<file path="config.mk">
export PLATFORM = sky130hd
export DESIGN_NAME = oifs_tx_fifo_framer
export DESIGN_NICKNAME = d
export VERILOG_FILES = /design/src/rtl/oifs_pkg.sv /design/src/rtl/oifs_sync_fifo.sv /design/src/rtl/oifs_tx_fifo_framer.sv
export SDC_FILE = /design/constraint.sdc
export NUM_CORES = 1
export LEC_CHECK = 0
export CAP_MARGIN = 20
export CORE_MARGIN = 1
export CORE_UTILIZATION = 35
export CTS_CLUSTER_DIAMETER = 60
export DETAILED_ROUTE_END_ITERATION = 6
export SLEW_MARGIN = 20
export SYNTH_ARGS = -nofsm -noshare
export SYNTH_HDL_FRONTEND = slang
export SYNTH_HIERARCHICAL = 1
export SYNTH_SLANG_ARGS = --single-unit
</file>
<file path="constraint.sdc">
create_clock -name i_clk -period 4.45 [get_ports i_clk]
set_clock_uncertainty 0.2 [all_clocks]
set_input_delay 1.335 -clock i_clk [delete_from_list [all_inputs] [get_ports i_clk]]
set_output_delay 1.335 -clock i_clk [all_outputs]
set_load 0.05 [all_outputs]
</file>
<file path="src/rtl/oifs_pkg.sv">
// rtl/oifs_pkg.sv - shared types and constants for the OIFS transmitter
package oifs_pkg;

    typedef enum logic [1:0] {
        IDLE,
        SHIFT,
        GAP
    } oifs_state_t;

    localparam logic START_BIT = 1'b0;
    localparam logic IDLE_BIT  = 1'b1;

    localparam logic CH_A = 1'b0;
    localparam logic CH_B = 1'b1;

    // start bit + payload + channel bit
    function automatic int frame_bits(input int data_w);
        return data_w + 2;
    endfunction

endpackage

</file>
<file path="src/rtl/oifs_sync_fifo.sv">
// rtl/oifs_sync_fifo.sv - single-clock word FIFO with full/empty/level
module oifs_sync_fifo #(
    parameter int WIDTH = 9,
    parameter int DEPTH = 16
) (
    input  logic                         clk,
    input  logic                         resetn,
    input  logic                         wr_en,
    input  logic [WIDTH-1:0]             wr_data,
    input  logic                         rd_en,
    output logic [WIDTH-1:0]             rd_data,
    output logic                         full,
    output logic                         empty,
    output logic [$clog2(DEPTH+1)-1:0]   level
);
    localparam int AW = $clog2(DEPTH);
    localparam int LW = $clog2(DEPTH + 1);

    logic [WIDTH-1:0] mem [DEPTH];
    logic [AW-1:0]    wr_ptr;
    logic [AW-1:0]    rd_ptr;
    logic             do_wr;
    logic             do_rd;

    assign do_wr = wr_en && !full;
    assign do_rd = rd_en && !empty;

    // Depth is a power of two, so the pointers wrap naturally.
    always_ff @(posedge clk) begin
        if (!resetn) begin
            wr_ptr <= '0;
            rd_ptr <= '0;
            level  <= '0;
        end else begin
            if (do_wr) wr_ptr <= wr_ptr + AW'(1);
            if (do_rd) rd_ptr <= rd_ptr + AW'(1);
            case ({do_wr, do_rd})
                2'b10:   level <= level + LW'(1);
                2'b01:   level <= level - LW'(1);
                default: ;
            endcase
        end
    end

    always_ff @(posedge clk) begin
        if (do_wr) mem[wr_ptr] <= wr_data;
    end

    assign rd_data = mem[rd_ptr];
    assign full    = (level == LW'(DEPTH));
    assign empty   = (level == '0);

endmodule

</file>
<file path="src/rtl/oifs_tx_fifo_framer.sv">
// rtl/oifs_tx_fifo_framer.sv - buffered OIFS serial transmitter with FSCLK generator
// Optional build macro OIFS_TX_LEVEL_EN adds o_level and o_overflow.
module oifs_tx_fifo_framer
    import oifs_pkg::*;
#(
    parameter int DATA_W     = 8,
    parameter int FIFO_DEPTH = 16,
    parameter int CLK_DIV    = 4,
    parameter int GAP_BITS   = 1
) (
    input  logic              i_clk,
    input  logic              i_srst_n,
    input  logic              i_valid,
    input  logic [DATA_W-1:0] i_data,
    input  logic              i_channel,
    output logic              o_ready,
    input  logic              i_fscts,
    output logic              o_fsclk,
    output logic              o_fsdi,
    output logic              o_busy
`ifdef OIFS_TX_LEVEL_EN
    ,
    output logic [$clog2(FIFO_DEPTH+1)-1:0] o_level,
    output logic              o_overflow
`endif
);
    localparam int FRAME_BITS = frame_bits(DATA_W);
    localparam int DIV_W      = $clog2(CLK_DIV);
    localparam int BIT_W      = $clog2(FRAME_BITS);
    localparam int GAP_W      = $clog2(GAP_BITS + 1);
    localparam int LVL_W      = $clog2(FIFO_DEPTH + 1);

    oifs_state_t       state;
    logic [DIV_W-1:0]  div_cnt;
    logic              div_wrap;
    logic              fall_tick;
    logic              cts_meta;
    logic              cts_sync;
    logic              ready_en;
    logic [DATA_W:0]   shreg;
    logic [BIT_W-1:0]  bit_cnt;
    logic [GAP_W-1:0]  gap_cnt;
    logic              gap_last;
    logic              start_ok;
    logic              fifo_full;
    logic              fifo_empty;
    logic [DATA_W:0]   fifo_rd_data;
    logic [LVL_W-1:0]  fifo_level;

    assign div_wrap  = (div_cnt == DIV_W'(CLK_DIV - 1));
    assign fall_tick = div_wrap && o_fsclk;

    always_ff @(posedge i_clk) begin
        if (!i_srst_n) begin
            div_cnt <= '0;
            o_fsclk <= 1'b1;
        end else if (div_wrap) begin
            div_cnt <= '0;
            o_fsclk <= ~o_fsclk;
        end else begin
            div_cnt <= div_cnt + DIV_W'(1);
        end
    end

    always_ff @(posedge i_clk) begin
        if (!i_srst_n) begin
            cts_meta <= 1'b0;
            cts_sync <= 1'b0;
            ready_en <= 1'b0;
        end else begin
            cts_meta <= i_fscts;
            cts_sync <= cts_meta;
            ready_en <= 1'b1;
        end
    end

    assign o_ready = ready_en && !fifo_full;

    oifs_sync_fifo #(
        .WIDTH (DATA_W + 1),
        .DEPTH (FIFO_DEPTH)
    ) u_fifo (
        .clk     (i_clk),
        .resetn  (i_srst_n),
        .wr_en   (i_valid && o_ready),
        .wr_data ({i_channel, i_data}),
        .rd_en   (start_ok),
        .rd_data (fifo_rd_data),
        .full    (fifo_full),
        .empty   (fifo_empty),
        .level   (fifo_level)
    );

    // The last gap period doubles as the IDLE check so back-to-back frames carry no extra bubble.
    assign gap_last = (gap_cnt == GAP_W'(GAP_BITS - 1));
    assign start_ok = fall_tick && cts_sync && !fifo_empty &&
                      ((state == IDLE) || ((state == GAP) && gap_last));

    always_ff @(posedge i_clk) begin
        if (!i_srst_n) begin
            state   <= IDLE;
            o_fsdi  <= IDLE_BIT;
            shreg   <= '0;
            bit_cnt <= '0;
            gap_cnt <= '0;
        end else if (start_ok) begin
            o_fsdi  <= START_BIT;
            shreg   <= fifo_rd_data;
            bit_cnt <= '0;
            state   <= SHIFT;
        end else if (fall_tick) begin
            case (state)
                SHIFT: begin
                    if (bit_cnt == BIT_W'(FRAME_BITS - 1)) begin
                        o_fsdi  <= IDLE_BIT;
                        gap_cnt <= '0;
                        state   <= GAP;
                    end else begin
                        o_fsdi  <= shreg[0];
                        shreg   <= shreg >> 1;
                        bit_cnt <= bit_cnt + BIT_W'(1);
                    end
                end
                GAP: begin
                    if (gap_last) state <= IDLE;
                    else          gap_cnt <= gap_cnt + GAP_W'(1);
                end
                default: state <= IDLE;
            endcase
        end
    end

    assign o_busy = (state != IDLE) || (fifo_level != '0);

`ifdef OIFS_TX_LEVEL_EN
    assign o_level = fifo_level;

    always_ff @(posedge i_clk) begin
        if (!i_srst_n) begin
            o_overflow <= 1'b0;
        end else if (i_valid && fifo_full) begin
            o_overflow <= 1'b1;
        end
    end
`endif

endmodule

</file>
==> results of run 1 <==
==> final cells by class <==
cell class | count | area share, %
Sequential cell | 183 | 59.8
Clock inverter | 14 | 1.54
Timing Repair Buffer | 36 | 3.63
Inverter | 9 | 0.556
Multi-Input combinational cell | 210 | 25.5
Clock buffer | 17 | 4.98
Tap cell | 275 | 4.03
==> through the flow <==
step | cells | hold WS, ns | util [%] | power [mW]
2_1_floorplan | 426 | 0.203 | - | 1.96
3_3_place_gp | 713 | 0.211 | 38.0 | 2.01
3_5_place_dp | 713 | 0.216 | 38.0 | 2.01
4_1_cts | 744 | 0.231 | 40.7 | 3.43
5_1_grt | 744 | 0.250 | 40.7 | 3.50
6_report | 744 | 0.231 | 40.7 | 3.39
==> layer usage <==
metal  up-vias  share of wire (%)
met1      1895                 46
met5         -                  0
met4         0               0.93
li1       1764                  -
met2        61                 50
met3        13                3.4
==> how the worst max path moves through the flow <==
stage                               start               to  slack (ns)
after CTS                 u_fifo/level[0]          o_ready        0.50
final                     u_fifo/level[0]          o_ready        0.54
after global routing      u_fifo/level[0]          o_ready        0.42
after global placement            i_valid  u_fifo/level[2]        0.43
after detailed placement          i_valid  u_fifo/level[2]        0.32
after floorplan           u_fifo/level[2]  u_fifo/level[2]        0.64
==> power by group <==
group / leakage, nW / total (mW) / switching, mW / internal, mW
combinational: 0.870 / 0.106 / 0.0651 / 0.0409
sequential: 1.61 / 1.87 / 0.00897 / 1.86
clock: 0.275 / 1.41 / 0.677 / 0.738
==> state kept, by name, indices dropped and copies added, names as in the netlist, named ones only <==
name           flops
u_fifo/mem       144
shreg              9
u_fifo/level       5
bit_cnt            4
u_fifo/rd_ptr      4
u_fifo/wr_ptr      4
div_cnt            2
state              2
cts_meta           1
cts_sync           1
o_fsclk            1
o_fsdi             1
ready_en           1
==> logic make-up (layout without fill, tap and decap cells) <==
| logic type | after synthesis | count (layout) | synth area share [%] |
|---|---|---|---|
| multiplexers | 47 | 47 | 14.8 |
| AO/OA/AOI/OAI | 46 | 46 | 4.64 |
| AND/OR/NAND/NOR | 95 | 95 | 6.49 |
| buffers and inverters | 33 | 76 | 2.80 |
| adder cells (fa/ha/maj) | 11 | 11 | 1.84 |
| XOR/XNOR | 11 | 11 | 1.29 |
| flip-flops | 183 | 183 | 68.1 |
==> placed cells by master (no fill, tap or decap), drive strengths merged, types with 2 or more instances in the layout <==
| cell | instances |
|---|---|
| buf | 20 |
| xnor2 | 3 |
| o21ai | 6 |
| a21oi | 5 |
| o21a | 5 |
| edfxtp | 144 |
| o22ai | 2 |
| nor2 | 29 |
| dfxtp | 39 |
| or4b | 2 |
| mux2i | 2 |
| xor2 | 8 |
| a31oi | 3 |
| a21boi | 8 |
| nand2 | 18 |
| nor2b | 3 |
| nand3b | 3 |
| nand2b | 3 |
| clkinv | 7 |
| nor3 | 9 |
| a22oi | 9 |
| nand3 | 12 |
| or3 | 2 |
| mux4 | 45 |
| and3b | 3 |
| and2 | 4 |
| clkdlybuf4s50 | 16 |
| o211ai | 4 |
| or4 | 2 |
| ha | 11 |
| inv | 15 |
| clkbuf | 17 |
==> metrics, run 1 <==
status=completed; R2R depth=12; Yosys reg bits=183; top post-synthesis cells by area=edfxtp_1, dfxtp_1, mux4_1, mux4_2, ha_1; overall routing resource usage=13.2%; pre-CTS WS=0.322 ns; clk root buf=clkbuf_16; num rows=53; cell taking the most area after synthesis=edfxtp_1; clock sink count=183; Slew @ Worst Pin=0.804 ns; gr busiest metal=met2; Fill cells=1857; Core ar.=21000 µm²; asr flop ratio synth=0%; Netlist Area Pre-Place=7500 µm²; DR vias/cell=5.02; first-pass GRT wire length=21700 µm; WL per Instance=17.8 µm; post-detail-place hpwl=9060 µm; drt pass-1 iters=4; Iteration-0 DRC Markers=223; Final min period=3.91 ns; GR met1 Demand/Resource=17.1%; grt met2 use=21.6%; Die ar.=22000 µm²; synth cell count leaders=edfxtp_1, dfxtp_1, nor2_1, mux4_2, mux4_1; Hold Crit Start=div_cnt[0]; number of global-route vias before repair=3915; Mapped Cells=426; ANT nets after route=0; Worst R2R Start=u_fifo/level[2]; Sequential cell area=5110 µm²; met3 Usage GRT=3.53%; via count=3733; largest net degree at the start of global routing=37; Total Wirelength=13300 µm; Data required, critical path=2.91 ns; Final Wtd Congestion=0.734; Worst Setup Path Type=flop to primary output; Ant. Diodes=0; multi-input logic area=2180 µm²; Synth Flop Type=edfxtp_1; Synth top area share=57.7%; Inserted Clock Buffers=17; Distinct cells, synth=53; setup TNS=0 ns; # setup viols final=0; CTS Buffer Depth=2; H-tree levels=4; Die Span Y=148 µm; post-CTS sizing=0; postcts setup bufs=0; RSZ-0062 raised after global routing=no; ratio of cells with drive above 1 in the final layout=19.0%; worst-path fanout max=6; initial antenna violation count=0; R2R setup slack=0.72 ns; Pleak=2.76 nW; Die W=148 µm; Mapped Avg Cell Area=17.6 µm²; # nets final=481; crit-path cells=or4_1, nor2_1, nor2b_1, clkdlybuf4s50_1; Fmax=256 MHz; post-synthesis sequential area ratio=68.1%; final hold vios=0; post-route cell area=8550 µm²; worst hold path class=flop to flop; Crit path depth=4; Max stage delay cell, worst path=clkdlybuf4s50_1; fin worst setup slack=0.538 ns; Worst slew margin=46.4%; Worst-path clk slew=0.07 ns; post-synth net total=450; Area Overhead vs Synth=14.0%; Largest stage delay, worst path=0.69 ns; Yosys Warn Count=6; power density cells=396 nW/µm²; I/O pin count=17; DRC=0; fin crit share=87.9%; Starting Density=35.7%; total grt overflow=0; number of synthesized flops with an enable pin=144; critical path's top delay family=simple AND/OR/NAND/NOR gates; Slew Limit Fails=0; CTS Hold Bufs=0; dpl cell area=7990 µm²; critical path capture point type=primary output; worst path arrival time=2.38 ns; hold path depth=1; Min-Delay Endpoint=div_cnt[0]; number of port buffers=16; top-count cell post-synth=edfxtp_1; MaxCap Viol Count=0; TritonCTS clock tree=built; RR Endpoint=u_fifo/level[2]; Worst VDD drop=0.260 mV; CP bufs+invs=1; worst-skew pair later-pin latency=0.43 ns; Worst setup SP type=flop
(Power assumes the default switching activity.)
==> inputs of run 2 (changes only) <==
SLEW_MARGIN = unset   (was 20)
clock period = 3.8 ns   (was 4.45 ns; I/O delays follow)
==> metrics, run 2 (synthesized netlist as in run 1, its figures left out) <==
Starting Density=35.7% (unchanged); Worst setup SP type=flop; Fmax=292 MHz; clk root buf=clkbuf_16; Worst slew margin=48.7% (+2.3 points); RSZ-0062 raised after global routing=no; final hold vios=0 (unchanged); worst-skew pair later-pin latency=0.43 ns (about the same); Die W=148 µm (unchanged); via count=3857 (+3.3%); Data required, critical path=3.96 ns (+1.05 ns); Largest stage delay, worst path=0.66 ns (-0.03 ns); # nets final=490 (+1.9%); Die Span Y=148 µm (unchanged); Core ar.=21000 µm² (unchanged); worst-path fanout max=14 (+8); Sequential cell area=5110 µm² (unchanged); Area Overhead vs Synth=15.1%; drt pass-1 iters=5 (+1); WL per Instance=19.1 µm (+7.1%); overall routing resource usage=14.2% (+1.0 points); largest register by flop count=u_fifo/mem; hold path depth=1 (unchanged); hold slack final=0.224 ns (-0.00696 ns); most frequent cells in the layout=edfxtp_1, dfxtp_1, nor2_1, buf_4, mux4_2; Inserted Clock Buffers=17 (unchanged); clock sink count=183 (unchanged); R2R depth=12 (unchanged); Pleak=2.81 nW (+1.9%); post-detail-place hpwl=9580 µm (+5.8%); ANT nets after route=0 (unchanged); MaxCap Viol Count=0 (unchanged); largest net degree at the start of global routing=37 (unchanged); Slew Limit Fails=0 (unchanged); critical path capture point type=flop; total grt overflow=0 (unchanged); postcts setup bufs=0 (unchanged); Min-Delay Endpoint=div_cnt[0]; setup TNS=0 ns (unchanged); Largest regs=u_fifo/mem: 144 flops, shreg: 9 flops, u_fifo/level: 5 flops; status=completed; Worst-path clk slew=0.07 ns (about the same); worst path arrival time=3.58 ns (+1.20 ns); worst hold path class=flop to flop; power density cells=465 nW/µm² (+17%); max FFs per register=144 (unchanged); Total Wirelength=14400 µm (+8.4%); Ant. Diodes=0 (unchanged); I/O pin count=17 (unchanged); R2R setup slack=0.37 ns (-0.35 ns); Worst R2R Start=u_fifo/level[2]; initial antenna violation count=0 (unchanged); Die ar.=22000 µm² (unchanged); DRC=0 (unchanged); Max stage delay cell, worst path=or4b_4; Worst Setup Path Type=flop to flop; fin crit share=90.2%; Finished Core Util=41.1% (+0.40 points); # setup viols final=0 (unchanged); Final Wtd Congestion=0.731 (-0.52%); number of port buffers=16 (unchanged); Fill cells=1842 (-0.81%); crit-path cells=or4_1, nor2_1, or4b_4, clkinv_8, o21ai_2, inv_1, ha_1, xor2_1, ha_1, nor3_1, or4_1, a21oi_1; RR Endpoint=u_fifo/level[2]; Slew @ Worst Pin=0.769 ns (-0.0352 ns); first-pass GRT wire length=22600 µm (+4.3%); Hold Crit Start=div_cnt[0]; H-tree levels=4 (unchanged); DR vias/cell=5.12 (+2.1%); commonest non-fill, non-tap cell in the layout=edfxtp_1; num rows=53 (unchanged); Worst VDD drop=0.429 mV (+65%); number of global-route vias before repair=3898 (-0.43%); TritonCTS clock tree=built; Final min period=3.43 ns; Iteration-0 DRC Markers=306 (+37%); ratio of cells with drive above 1 in the final layout=20.3% (+1.3 points); multi-input logic area=2180 µm² (+0.11%); CTS Buffer Depth=2 (unchanged)
[run 2: cell types whose count changed in the layout (fill, tap and decap cells not counted), sizes merged]
cell / change
bufinv: +1
clkinv: -4
dlymetal6s2s: +1
clkbuf: +1
clkdlybuf4s50: -1
buf: +9
clkinvlp: +2
[run 2: worst max path at each step]
stage               startpoint               to  slack, ns  cells after the start
3_5_place_dp           i_valid  u_fifo/level[2]       0.11                     10
3_3_place_gp           i_valid  u_fifo/level[4]       0.18                     10
5_1_grt        u_fifo/level[2]  u_fifo/level[2]       0.14                     12
6_report       u_fifo/level[2]  u_fifo/level[2]       0.37                     12
2_1_floorplan  u_fifo/level[2]  u_fifo/level[2]       0.27                     15
4_1_cts        u_fifo/level[0]          o_ready      0.005                      4
[run 2: power by group]
group          switching (mW)  internal, mW
clock network           0.772         0.924
logic                  0.0773        0.0507
registers              0.0104          2.17
total                   0.859          3.15
[run 2: area by class of cell]
cell class	count	area share, %
repair buffers	45	4.41
flip-flops and latches	183	59.2
multi-input cells	210	25.3
well taps	275	3.99
clock inverters	13	1.61
clock buffers	18	4.97
inverters	9	0.551
[run 2: metal layers]
layer	track usage, %	up-vias	part of all wire, %
li1	-	1777	-
met3	4.20	12	4.7
met2	23.1	88	50
met4	4.79	0	1.1
met1	18.0	1980	44
met5	0	-	0
[run 2: timing repair]
action / 4_1_cts / 5_1_grt
hold buffers: 0 / 0
resized for setup: 0 / 1
setup endpoints to repair: 0 / 1
[run 2: metrics by stage]
step / setup slack [ns] / power (mW) / std cells / instance area, µm²
finish: 0.371 / 4.01 / 753 / 8630
global route: 0.139 / 4.14 / 753 / 8630
CTS: 0.00462 / 4.05 / 753 / 8630
detailed placement: 0.112 / 2.36 / 722 / 8060
global placement: 0.185 / 2.35 / 722 / 8060
floorplan: 0.275 / 2.29 / 426 / 7500
[run 2: worst max-delay path, delay by kind of cell (launching register included)]
| family | cells | cell delay (ns) |
|---|---|---|
| fa+ha+maj | 2 | 0.40 |
| xor+xnor | 1 | 0.20 |
| buf+inv | 2 | 0.20 |
| flops | 1 | 0.49 |
| compound gates | 2 | 0.25 |
| simple gates | 5 | 1.61 |
==> inputs of run 3 (changes only) <==
CORE_UTILIZATION = 30   (was 35)
==> metrics, run 3 (synthesized netlist as in run 1, its figures left out) <==
clk root buf=clkbuf_16; dpl cell area=8130 µm² (+0.92%); Die ar.=25600 µm² (+16%); met3 Usage GRT=2.86% (-1.3 points); Worst slew margin=54.2% (+5.6 points); Ant. Diodes=0 (unchanged); Die Span Y=160 µm (+7.9%); Hold Crit Start=div_cnt[0]; ratio of cells with drive above 1 in the final layout=20.3% (-0.042 points); setup TNS=0 ns (unchanged); max FFs per register=144 (unchanged); crit path capture=u_fifo/level[4]; CTS Hold Bufs=0 (unchanged); Final min period=3.43 ns (+0.000150 ns); multi-input logic area=2180 µm² (unchanged); via count=3881 (+0.62%); worst setup path start=u_fifo/level[0]; largest register by flop count=u_fifo/mem; hold slack final=0.238 ns (+0.0143 ns); Fill cells=2308 (+25%); Worst R2R Start=u_fifo/level[0]; pre-CTS WS=0.102 ns (-0.00955 ns); Slew @ Worst Pin=0.685 ns (-0.0836 ns); post-detail-place hpwl=9470 µm (-1.2%); worst hold path class=flop to flop; Inserted Clock Buffers=17 (unchanged); MaxCap Viol Count=0 (unchanged); Iteration-0 DRC Markers=210 (-31%); Data required, critical path=3.96 ns (about the same); power density cells=467 nW/µm² (+0.43%); WL per Instance=17.7 µm (-7.1%); postcts setup bufs=0 (unchanged); Final Wtd Congestion=0.798 (+9.2%); Total Wirelength=14200 µm (-0.91%); Worst VDD drop=0.270 mV (-37%); TritonCTS clock tree=built; R2R depth=12 (unchanged); worst-skew pair later-pin latency=0.42 ns (about the same); critical path capture point type=flop; largest net degree at the start of global routing=37 (unchanged); worst path arrival time=3.59 ns (about the same); first-pass GRT wire length=22400 µm (-1.1%); Starting Density=30.7% (-4.9 points); R2R setup slack=0.37 ns (about the same); CTS Buffer Depth=2 (unchanged); DRC=0 (unchanged); I/O pin count=17 (unchanged); Worst-path clk slew=0.07 ns (about the same); Pleak=2.83 nW (+0.59%); GR met1 Demand/Resource=15.8% (-2.2 points); Largest regs=u_fifo/mem: 144 flops, shreg: 9 flops, u_fifo/level: 5 flops; Finished Core Util=35.8% (-5.3 points); RR Endpoint=u_fifo/level[4]; number of global-route vias before repair=3929 (+0.80%); status=completed; Area Overhead vs Synth=16.4%; H-tree levels=4 (unchanged); Slew Limit Fails=0 (unchanged); worst-path fanout max=14 (unchanged); overall routing resource usage=11.7% (-2.5 points); Fmax=292 MHz (about the same); commonest non-fill, non-tap cell in the layout=edfxtp_1; Worst setup SP type=flop; grt met2 use=18.9% (-4.2 points); Finished Layout Cells=803 (+6.6%); # nets final=490 (unchanged); post-route cell area=8730 µm² (+1.1%); placed cell count=771 (+6.8%); total grt overflow=0 (unchanged); final hold vios=0 (unchanged); number of port buffers=16 (unchanged); # setup viols final=0 (unchanged); gr busiest metal=met2; num rows=57 (+7.5%); Sequential cell area=5110 µm² (unchanged); RSZ-0062 raised after global routing=no; fin crit share=90.2% (about the same); clock sink count=183 (unchanged); Core ar.=24400 µm² (+16%); drt pass-1 iters=4 (-1); Die W=160 µm (+7.9%); DR vias/cell=4.83 (-5.6%); Worst Setup Path Type=flop to flop; fin worst setup slack=0.371 ns (-0.000150 ns); most frequent cells in the layout=edfxtp_1, dfxtp_1, nor2_1, buf_4, mux4_2; ANT nets after route=0 (unchanged); initial antenna violation count=0 (unchanged); Pwr Total=4.07 mW (+1.6%)
run 3: power by group:
| group | switching [mW] | internal [mW] |
|---|---|---|
| logic | 0.0780 | 0.0510 |
| clock network | 0.771 | 0.987 |
| registers | 0.0102 | 2.17 |
run 3: worst min path at each step:
stage / endpoint / depth (start not counted) / slack (ns)
after floorplan: div_cnt[0] / 1 / 0.20
after global placement: div_cnt[0] / 1 / 0.21
after detailed placement: div_cnt[0] / 1 / 0.23
after CTS: div_cnt[0] / 1 / 0.24
after global routing: cts_sync / 1 / 0.25
final: div_cnt[0] / 1 / 0.24
run 3: worst max-delay path: stages (launching register included):
cell and delay, ns:
dfxtp_1 0.37, or4_1 0.69, nor2_1 0.16, or4b_4 0.28, clkinv_8 0.12, o21ai_2 0.13
inv_1 0.08, ha_1 0.21, buf_4 0.18, or4b_2 0.64, a21oi_1 0.15, a31oi_1 0.06
nand3b_1 0.11
run 3: area by class of cell:
type                            count  share of cell area (%)
Tap cell                          324                    4.65
Clock buffer                       17                    4.87
Multi-Input combinational cell    210                    25.0
Clock inverter                     15                    1.91
Sequential cell                   183                    58.5
Timing Repair Buffer               45                    4.50
Inverter                            9                   0.545
run 3: routing by layer:
metal  up-vias  part of all wire (%)
met3         6                   4.0
li1       1782                     -
met5         -                     0
met1      2013                    46
met4         0                  0.39
met2        80                    49
run 3: timing repair:
| item | in CTS | in global routing |
|---|---|---|
| endpoints found under the hold margin | 0 | 0 |
| resized for setup | 0 | 1 |
| setup endpoints to repair | 0 | 1 |
